## src/rtl/pipe_pkg.sv

```systemverilog
// pipe_pkg: definitions shared by the operand-fetch stage and its forwarding muxes.
//   CTRL_W_DEFAULT - default width of the decoded control bundle
//   CNT_W_DEFAULT  - default width of the stall counter
//   state_t        - ID/EX sequencing states
//   fwd_sel_t      - operand source selected by a forwarding mux
package pipe_pkg;

    localparam int CTRL_W_DEFAULT = 16;
    localparam int CNT_W_DEFAULT  = 16;

    typedef enum logic [1:0] {
        RUN    = 2'd0,
        BUBBLE = 2'd1,
        HOLD   = 2'd2
    } state_t;

    typedef enum logic [1:0] {
        ZERO = 2'd0,
        MEM  = 2'd1,
        WB   = 2'd2,
        REG  = 2'd3
    } fwd_sel_t;

endpackage

```

## src/rtl/fwd_mux.sv

```systemverilog
// fwd_mux: resolves one source operand from the register file or a bypass path.
//   rs                      - source register index
//   mem_write/rd/result     - EX/MEM bypass source (highest priority)
//   wb_write/rd/data        - MEM/WB bypass source
//   reg_data                - register-file read data
//   operand                 - resolved operand value
module fwd_mux
    import pipe_pkg::*;
(
    input  logic [4:0]  rs,
    input  logic        mem_write,
    input  logic [4:0]  mem_rd,
    input  logic [31:0] mem_result,
    input  logic        wb_write,
    input  logic [4:0]  wb_rd,
    input  logic [31:0] wb_data,
    input  logic [31:0] reg_data,
    output logic [31:0] operand
);

    fwd_sel_t sel;

    // x0 is hardwired to zero, so it never takes a bypass even if a write
    // to x0 is in flight. The younger MEM result wins over WB.
    always_comb begin
        sel = REG;
        if (rs == 5'd0) begin
            sel = ZERO;
        end else if (mem_write && (mem_rd == rs)) begin
            sel = MEM;
        end else if (wb_write && (wb_rd == rs)) begin
            sel = WB;
        end
    end

    always_comb begin
        operand = reg_data;
        case (sel)
            ZERO:    operand = 32'd0;
            MEM:     operand = mem_result;
            WB:      operand = wb_data;
            default: operand = reg_data;
        endcase
    end

endmodule

```

## src/rtl/operand_fetch.sv

```systemverilog
// operand_fetch: ID/EX pipeline register with operand forwarding, load-use
// bubble insertion, downstream back-pressure and flush.
//   CLK, RESET (async, active-low)
//   ID_*          - instruction currently in decode
//   OUT1/2ADDRESS - register-file read addresses; REG_DATA1/2 - read data
//   MEM_*, WB_*   - bypass sources from EX/MEM and MEM/WB
//   EX_READY      - downstream accepts; FLUSH - kill decode and ID/EX
//   ID_STALL      - decode must hold its instruction
//   EX_*          - registered instruction presented to execute
//   STALL_CNT     - saturating count of stalled cycles
module operand_fetch
    import pipe_pkg::*;
#(
    parameter int CTRL_W = CTRL_W_DEFAULT,
    parameter int CNT_W  = CNT_W_DEFAULT
) (
    input  logic              CLK,
    input  logic              RESET,
    input  logic              ID_VALID,
    input  logic [4:0]        ID_RS1,
    input  logic [4:0]        ID_RS2,
    input  logic [4:0]        ID_RD,
    input  logic [31:0]       ID_PC,
    input  logic [31:0]       ID_IMM,
    input  logic [CTRL_W-1:0] ID_CTRL,
    input  logic              ID_ISLOAD,
    output logic [4:0]        OUT1ADDRESS,
    output logic [4:0]        OUT2ADDRESS,
    input  logic [31:0]       REG_DATA1,
    input  logic [31:0]       REG_DATA2,
    input  logic              MEM_WRITE,
    input  logic [4:0]        MEM_RD,
    input  logic [31:0]       MEM_RESULT,
    input  logic              WB_WRITE,
    input  logic [4:0]        WB_RD,
    input  logic [31:0]       WB_DATA,
    input  logic              EX_READY,
    input  logic              FLUSH,
    output logic              ID_STALL,
    output logic              EX_VALID,
    output logic [31:0]       EX_OP1,
    output logic [31:0]       EX_OP2,
    output logic [4:0]        EX_RD,
    output logic [31:0]       EX_PC,
    output logic [31:0]       EX_IMM,
    output logic [CTRL_W-1:0] EX_CTRL,
    output logic              EX_ISLOAD,
    output logic [CNT_W-1:0]  STALL_CNT
);

    state_t      state;
    state_t      next_state;
    logic        stall_req;
    logic        load_en;
    logic        kill;
    logic        load_use;
    logic [31:0] op1;
    logic [31:0] op2;

    assign OUT1ADDRESS = ID_RS1;
    assign OUT2ADDRESS = ID_RS2;

    fwd_mux u_fwd1 (
        .rs        (ID_RS1),
        .mem_write (MEM_WRITE),
        .mem_rd    (MEM_RD),
        .mem_result(MEM_RESULT),
        .wb_write  (WB_WRITE),
        .wb_rd     (WB_RD),
        .wb_data   (WB_DATA),
        .reg_data  (REG_DATA1),
        .operand   (op1)
    );

    fwd_mux u_fwd2 (
        .rs        (ID_RS2),
        .mem_write (MEM_WRITE),
        .mem_rd    (MEM_RD),
        .mem_result(MEM_RESULT),
        .wb_write  (WB_WRITE),
        .wb_rd     (WB_RD),
        .wb_data   (WB_DATA),
        .reg_data  (REG_DATA2),
        .operand   (op2)
    );

    // A load in EX cannot supply its data until it reaches MEM, so a
    // dependent instruction in decode must wait one cycle.
    assign load_use = ID_VALID && EX_VALID && EX_ISLOAD && (EX_RD != 5'd0) &&
                      ((EX_RD == ID_RS1) || (EX_RD == ID_RS2));

    // Flush wins over everything. In HOLD nothing moves until EX_READY
    // returns; after that the cycle is handled exactly like RUN.
    always_comb begin
        next_state = state;
        stall_req  = 1'b0;
        load_en    = 1'b0;
        kill       = 1'b0;
        if (FLUSH) begin
            kill       = 1'b1;
            next_state = RUN;
        end else if (state == BUBBLE) begin
            load_en    = 1'b1;
            next_state = RUN;
        end else if ((state == HOLD) && !EX_READY) begin
            stall_req  = 1'b1;
            next_state = HOLD;
        end else if (load_use) begin
            kill       = 1'b1;
            stall_req  = 1'b1;
            next_state = BUBBLE;
        end else if (!EX_READY && EX_VALID) begin
            stall_req  = 1'b1;
            next_state = HOLD;
        end else begin
            load_en    = 1'b1;
            next_state = RUN;
        end
    end

    assign ID_STALL = stall_req && RESET;

    always_ff @(posedge CLK or negedge RESET) begin
        if (!RESET) begin
            state <= RUN;
        end else begin
            state <= next_state;
        end
    end

    // A bubble or flush only clears the valid bit; payload fields are
    // don't-care while EX_VALID is low.
    always_ff @(posedge CLK or negedge RESET) begin
        if (!RESET) begin
            EX_VALID  <= 1'b0;
            EX_OP1    <= 32'd0;
            EX_OP2    <= 32'd0;
            EX_RD     <= 5'd0;
            EX_PC     <= 32'd0;
            EX_IMM    <= 32'd0;
            EX_CTRL   <= '0;
            EX_ISLOAD <= 1'b0;
        end else if (load_en) begin
            EX_VALID  <= ID_VALID;
            EX_OP1    <= op1;
            EX_OP2    <= op2;
            EX_RD     <= ID_RD;
            EX_PC     <= ID_PC;
            EX_IMM    <= ID_IMM;
            EX_CTRL   <= ID_CTRL;
            EX_ISLOAD <= ID_ISLOAD;
        end else if (kill) begin
            EX_VALID  <= 1'b0;
        end
    end

    // Saturates instead of wrapping so a long stall never reads as a short one.
    always_ff @(posedge CLK or negedge RESET) begin
        if (!RESET) begin
            STALL_CNT <= '0;
        end else if (ID_STALL && (STALL_CNT != '1)) begin
            STALL_CNT <= STALL_CNT + CNT_W'(1);
        end
    end

endmodule

```

## config.mk

```make
export PLATFORM = sky130hd
export DESIGN_NAME = operand_fetch
export DESIGN_NICKNAME = d
export VERILOG_FILES = /design/src/rtl/pipe_pkg.sv /design/src/rtl/fwd_mux.sv /design/src/rtl/operand_fetch.sv
export SDC_FILE = /design/constraint.sdc
export NUM_CORES = 1
export LEC_CHECK = 0
export ABC_AREA = 1
export CORE_ASPECT_RATIO = 1.1
export CORE_MARGIN = 5
export CORE_UTILIZATION = 38
export CTS_CLUSTER_DIAMETER = 50
export CTS_CLUSTER_SIZE = 40
export DETAILED_ROUTE_END_ITERATION = 16
export PLACE_DENSITY = 0.78
export SETUP_SLACK_MARGIN = 0.5
export SLEW_MARGIN = 25
export SYNTH_ARGS = -nofsm -noshare
export SYNTH_HDL_FRONTEND = slang
export SYNTH_SLANG_ARGS = --single-unit
```

## constraint.sdc

```tcl
create_clock -name CLK -period 1.8 [get_ports CLK]
set_input_delay 0.54 -clock CLK [delete_from_list [all_inputs] [get_ports CLK]]
set_output_delay 0.54 -clock CLK [all_outputs]
set_load 0.005 [all_outputs]
```

== After elaboration in Yosys (flattened, before gate mapping) ==
Index checks and enable logic that the tools add are counted.

* Logic and storage cells: 73
* Output and inout bits: 178
* Register bits after elaboration: 169
* Input port bits: 241

* $add $sub $neg: 1
* Eq/ne operators: 13
* Muxes and demuxes: 29
* Reduce and logical (&&, ||, !) cells: 20

{| class="wikitable"
|+ Operator list
! kind !! count
|-
| 32-bit one-hot mux with 3 select lines || 2
|-
| 5-bit equality test || 6
|-
| 1-bit 2-to-1 mux || 18
|-
| 2-bit 2-to-1 mux || 9
|-
| 16-bit by 1-bit adder with 16-bit output (second input constant) || 1
|-
| 16-bit != test (second input constant) || 1
|-
| 1-bit logical AND || 12
|-
| 5-bit logical NOT || 2
|-
| 2-bit by 1-bit equality test with 1-bit output (second input constant) || 3
|-
| 2-bit equality test (second input constant) || 3
|-
| 5-bit nonzero test || 1
|-
| 2-bit logical NOT || 2
|-
| 2-bit nonzero test || 1
|-
| 1-bit logical NOT || 1
|-
| 1-bit logical OR || 1
|}

== Logic depth before layout (Yosys ltp) ==
* Depth after elaboration: 10
* Gate-level depth with buffers: 14

== Hierarchy ==
Synthesis repeated with hierarchy kept, for this count alone.

* Cell total of the unflattened synthesis: 1264
* Area total of the unflattened synthesis: 9656.8 µm²

{| class="wikitable"
|+ By module, submodules not included
! module !! cells an instance !! area an instance (µm²) !! times used !! sequential area each (µm²)
|-
| operand_fetch || 844 || 7314.5 || 1 || 4229.1
|-
| fwd_mux || 210 || 1171.1 || 2 || 0.0
|}

== Worst setup path after synthesis ==
No wires, ideal clock.

* Path type: input -> output
* From: input ID_RS2[1]
* To: output ID_STALL
* Cell stages on the path: 9
* Data arrival time: 1.310 ns
* Data required time: 1.260 ns
* Setup slack: -0.050 ns
* Cell sequence: inv_2 nand2_1 nand2_1 nor2_1 nand3_1 nand2_1 nand3_2 nand2_2 and3_1

* Cells in the longest elaborated chain, start to end: 8

{| class="wikitable"
|+ RTL lines
! item !! line !! source
|-
| start: declaration || operand_fetch.sv:21 || <nowiki>input logic [4:0] ID_RS2,</nowiki>
|-
| 5-bit equality test || operand_fetch.sv:90 || <nowiki>((EX_RD == ID_RS1) || (EX_RD == ID_RS2));</nowiki>
|-
| 1-bit logical OR || operand_fetch.sv:90 ||
|-
| 1-bit logical AND || operand_fetch.sv:89 || <nowiki>assign load_use = ID_VALID && EX_VALID && EX_ISLOAD && (EX_RD != 5'd0) &&</nowiki>
|-
| 1-bit 2-to-1 mux || operand_fetch.sv:108 || <nowiki>end else if (load_use) begin</nowiki>
|-
| 1-bit 2-to-1 mux || operand_fetch.sv:105 || <nowiki>end else if ((state == HOLD) && !EX_READY) begin</nowiki>
|-
| 1-bit 2-to-1 mux || operand_fetch.sv:102 || <nowiki>end else if (state == BUBBLE) begin</nowiki>
|-
| 1-bit 2-to-1 mux || operand_fetch.sv:99 || <nowiki>if (FLUSH) begin</nowiki>
|-
| 1-bit logical AND || operand_fetch.sv:121 || <nowiki>assign ID_STALL = stall_req && RESET;</nowiki>
|-
| end: declaration || operand_fetch.sv:39 || <nowiki>output logic ID_STALL,</nowiki>
|}

Every way passes these cells.

== Worst setup path in the final report ==
* From: register EX_RD[0]
* To: register EX_CTRL[0]

* Cells in the longest elaborated chain, start to end: 7
* Elaborated cells between the ends (all ways): 10

{| class="wikitable"
|+ RTL lines
! item !! line !! source
|-
| start: declaration || operand_fetch.sv:43 || <nowiki>output logic [4:0] EX_RD,</nowiki>
|-
| start signal: assignment || operand_fetch.sv:138 || <nowiki>EX_RD <= 5'd0;</nowiki>
|-
| start signal: assignment || operand_fetch.sv:147 || <nowiki>EX_RD <= ID_RD;</nowiki>
|-
| 5-bit equality test / 5-bit nonzero test (equally long branches) || operand_fetch.sv:90, operand_fetch.sv:89 ||
|-
| 1-bit logical OR / 1-bit logical AND (equally long branches) || operand_fetch.sv:90, operand_fetch.sv:89 ||
|-
| 1-bit logical AND (*) || operand_fetch.sv:89 ||
|-
| 1-bit 2-to-1 mux (*) || operand_fetch.sv:108 ||
|-
| 1-bit 2-to-1 mux (*) || operand_fetch.sv:105 ||
|-
| 1-bit 2-to-1 mux (*) || operand_fetch.sv:102 ||
|-
| 1-bit 2-to-1 mux (*) || operand_fetch.sv:99 ||
|-
| end signal: assignment || operand_fetch.sv:141 || <nowiki>EX_CTRL <= '0;</nowiki>
|-
| end signal: assignment || operand_fetch.sv:150 || <nowiki>EX_CTRL <= ID_CTRL;</nowiki>
|-
| end: declaration || operand_fetch.sv:46 || <nowiki>output logic [CTRL_W-1:0] EX_CTRL,</nowiki>
|}

Mark *: on every way between the ends. The rest lies on a longest branch, timed or not.
A chain may end at the register's enable or synchronous reset.

==> impl_metrics.env <==
export IMPL_fin_total_pwr_mw=13.55
export IMPL_ys_seq_area_share_pct=47.17
export IMPL_setup_slack_ps=-867.7
export IMPL_drcViolationCount=0
export IMPL_cts_tree="yes"
export IMPL_clkTransAtPathRegs_ps=90
export IMPL_slew_viol_final=0
export IMPL_layout_nets=2116
export IMPL_wl_um=51270
export IMPL_drt_pass1_iterations=7
export IMPL_path_buf_inv=12
export IMPL_grt_pass1_wl_um=65450
export IMPL_viasPerCell=5.631
export IMPL_worstSetupStartpointType="register"
export IMPL_postRouteAntennaNets=0
export IMPL_synth_cells=1221
export IMPL_vias=12370
export IMPL_routabilityCongestion=0.9595
export IMPL_clkLatencyLatePin_ps=450
export IMPL_r2r_end="EX_CTRL[0]"
export IMPL_synth_top_cells_by_area="dfrtp_1 (47%), nand2_1 (25%), nand4_1 (11%)"
export IMPL_r2r_cells=19
export IMPL_worstSetupPathType="reg -> reg"
export IMPL_syn_num_nets=1463
export IMPL_worst_pin_slew_ps=886.8
export IMPL_fin_skew_ps=18.41
export IMPL_synth_top_area_share_pct=47.17
export IMPL_powerDensity_nw_per_um2=764.7
export IMPL_rsz0062_at_grt="yes"
export IMPL_chipHeight_um=171.1
export IMPL_p_leak_nw=9.053
export IMPL_syn_area_sq_um=8966
export IMPL_required_ps=2150
export IMPL_ir_drop_v=0.0005662
export IMPL_relSlewSlack_pct=40.88
export IMPL_end_kind="register"
export IMPL_ys_warn_count=0
export IMPL_cp_common_cell="buf_6"
export IMPL_finalSetupViolCount=175
export IMPL_antenna_found_initial=6
export IMPL_holdWs_ps=57.20
export IMPL_hpwlAfterDp_um=27400
export IMPL_track_usage_pct=31.35
export IMPL_grt_pass1_vias=11570
export IMPL_max_stage_delay_ps=500
export IMPL_avgSynthCellArea_sq_um=7.343
export IMPL_start_util_pct=38.19
export IMPL_cpMaxStageDelayCell="dfrtp_2"
export IMPL_fmax_mhz=374.9
export IMPL_min_path_type="in -> async"
export IMPL_htree_levels=4
export IMPL_cp_depth=19
export IMPL_rr_startpoint="EX_RD[0]"
export IMPL_yosysTopAreaCell="dfrtp_1"
export IMPL_dieArea_sq_um=26770
export IMPL_cts_sinks=169
export IMPL_hold_viol=0
export IMPL_layout_common_cells="nand2_1 (365), clkdlybuf4s50_1 (229), buf_4 (201)"
export IMPL_io_buffers=418
export IMPL_tns_ps=-115330
export IMPL_fin_cells=2196
export IMPL_fin_crit_sh_pct=148.2
export IMPL_ff2ff_setup_slack_ps=-870
export IMPL_yosysUniqueCellTypes=29
export IMPL_fin_util_pct=75.49
export IMPL_violations="setup timing"
export IMPL_cts_root_buffer="clkbuf_16"
export IMPL_cp_max_fo=8
export IMPL_ios=419
export IMPL_arrival_ps=3010
export IMPL_numCtsBuffers=17
export IMPL_cap_violations=0
export IMPL_drive_above_1_share_pct=43.08
export IMPL_cp_top_family="buffers and inverters"
export IMPL_status="finished, violations left"
export IMPL_grt_max_degree=81
export IMPL_ys_seq_elements=169
export IMPL_grt_overflow=0
export IMPL_drt_initial_drc_count=1284
export IMPL_dp_cells=1942
export IMPL_clk_path_buf_depth=2
export IMPL_die_w_um=156.5
export IMPL_core_sq_um=23480
export IMPL_finalWorstPathRequiredPeriod_ps=2668
export IMPL_row_count=59
export IMPL_wl_per_cell_um=23.35
export IMPL_area_growth_syn_to_layout_pct=97.66
export IMPL_final_common_cell="nand2_1"
export IMPL_path_cells="inv_2 > buf_6 > nand2_4 > o21ai_2 > inv_1 > nand3_2 > nand2_4 > buf_6 > buf_6 > buf_6 > buf_6 > nor2_4 > buf_6 > buf_12 > buf_6 > buf_12 > buf_12 > nand2_4 > nand2_2"
-- kinds of logic (layout without fill, tap and decap cells) --
family	Yosys count	in the layout	synth area share, %
other	0	4	0
AO/OA/AOI/OAI	24	24	1.479
flip-flops	169	169	47.17
adder cells (fa/ha/maj)	1	1	0.1395
XOR/XNOR	12	12	1.172
AND/OR/NAND/NOR	877	877	42.58
buffers and inverters	138	804	7.466
-- Yosys cell counts --
cell / instances
nand2_1: 596
xnor2_1: 9
and3_1: 2
nand4_1: 157
buf_2: 26
xor2_1: 3
nand3_1: 82
inv_2: 8
buf_1: 12
nor2_1: 31
o22ai_1: 4
o21ai_1: 1
inv_1: 36
a22oi_1: 1
ha_1: 1
a21oi_2: 1
nor3_1: 5
nor2_4: 1
nand2_2: 1
buf_6: 6
clkbuf_1: 30
buf_4: 19
inv_4: 1
o21ai_0: 9
dfrtp_1: 169
a31oi_1: 1
nand3_2: 1
a21oi_1: 7
nand2b_1: 1
-- power by group --
part / switching [mW] / internal, mW
clock: 1.92 / 2.04
combinational: 2.23 / 2.67
sequential: 0.396 / 4.29
total: 4.55 / 9.00
-- repair_timing --
| action | in CTS | in global routing |
|---|---|---|
| pin swaps | 25 | 88 |
| resized for setup | 974 | 275 |
| hold buffers | 0 | 0 |
| setup endpoints to repair | 347 | 412 |
| setup buffers | 123 | 63 |
| cloned | 25 | 7 |
-- through the flow --
stage | setup slack, ps | area (sq um)
2_1_floorplan | -13.06 | 9174
3_3_place_gp | -1267 | 14020
3_5_place_dp | -1300 | 14020
4_1_cts | -568.2 | 16140
5_1_grt | -949.3 | 17720
6_report | -867.7 | 17720
-- per-layer routing --
metal  part of all wire [%]  global-route usage [%]  wire (um)  up-vias
met1                     34                   38.09      17650     5826
met3                     11                   7.083       5601      291
met2                     47                   52.43      23900      902
li1                       -                       -          -     5339
met4                    7.8                   15.62       4018        8
met5                   0.19                       0         96        -
-- area by class of cell --
cell class                 count  area [sq um]
timing repair inverter         3         70.07
clock buffer                  18         439.2
sequential                   169          4235
clock inverter                14         168.9
antenna                        4         10.01
inverter                      45         207.7
multi-input combinational    914          5181
timing repair buffer         724          7028
tap                          305         381.6
fill                        1529          5753
-- worst max-delay path by stage --
stage	slack [ps]	end	start
6_report	-870	EX_CTRL[0]	EX_RD[0]
5_1_grt	-950	EX_CTRL[0]	ID_VALID
4_1_cts	-570	ID_STALL	EX_RD[1]
3_5_place_dp	-1300	ID_STALL	ID_RS2[0]
3_3_place_gp	-1270	ID_STALL	ID_RS2[0]
2_1_floorplan	-10	ID_STALL	ID_RS1[0]
-- flip-flops by register name (all words and copies together), names as in the netlist --
register	cells
EX_ISLOAD	1
STALL_CNT	16
EX_PC	32
EX_OP2	32
EX_OP1	32
EX_IMM	32
EX_CTRL	16
EX_VALID	1
state	2
EX_RD	5
Power figures use the tool's default switching activity.
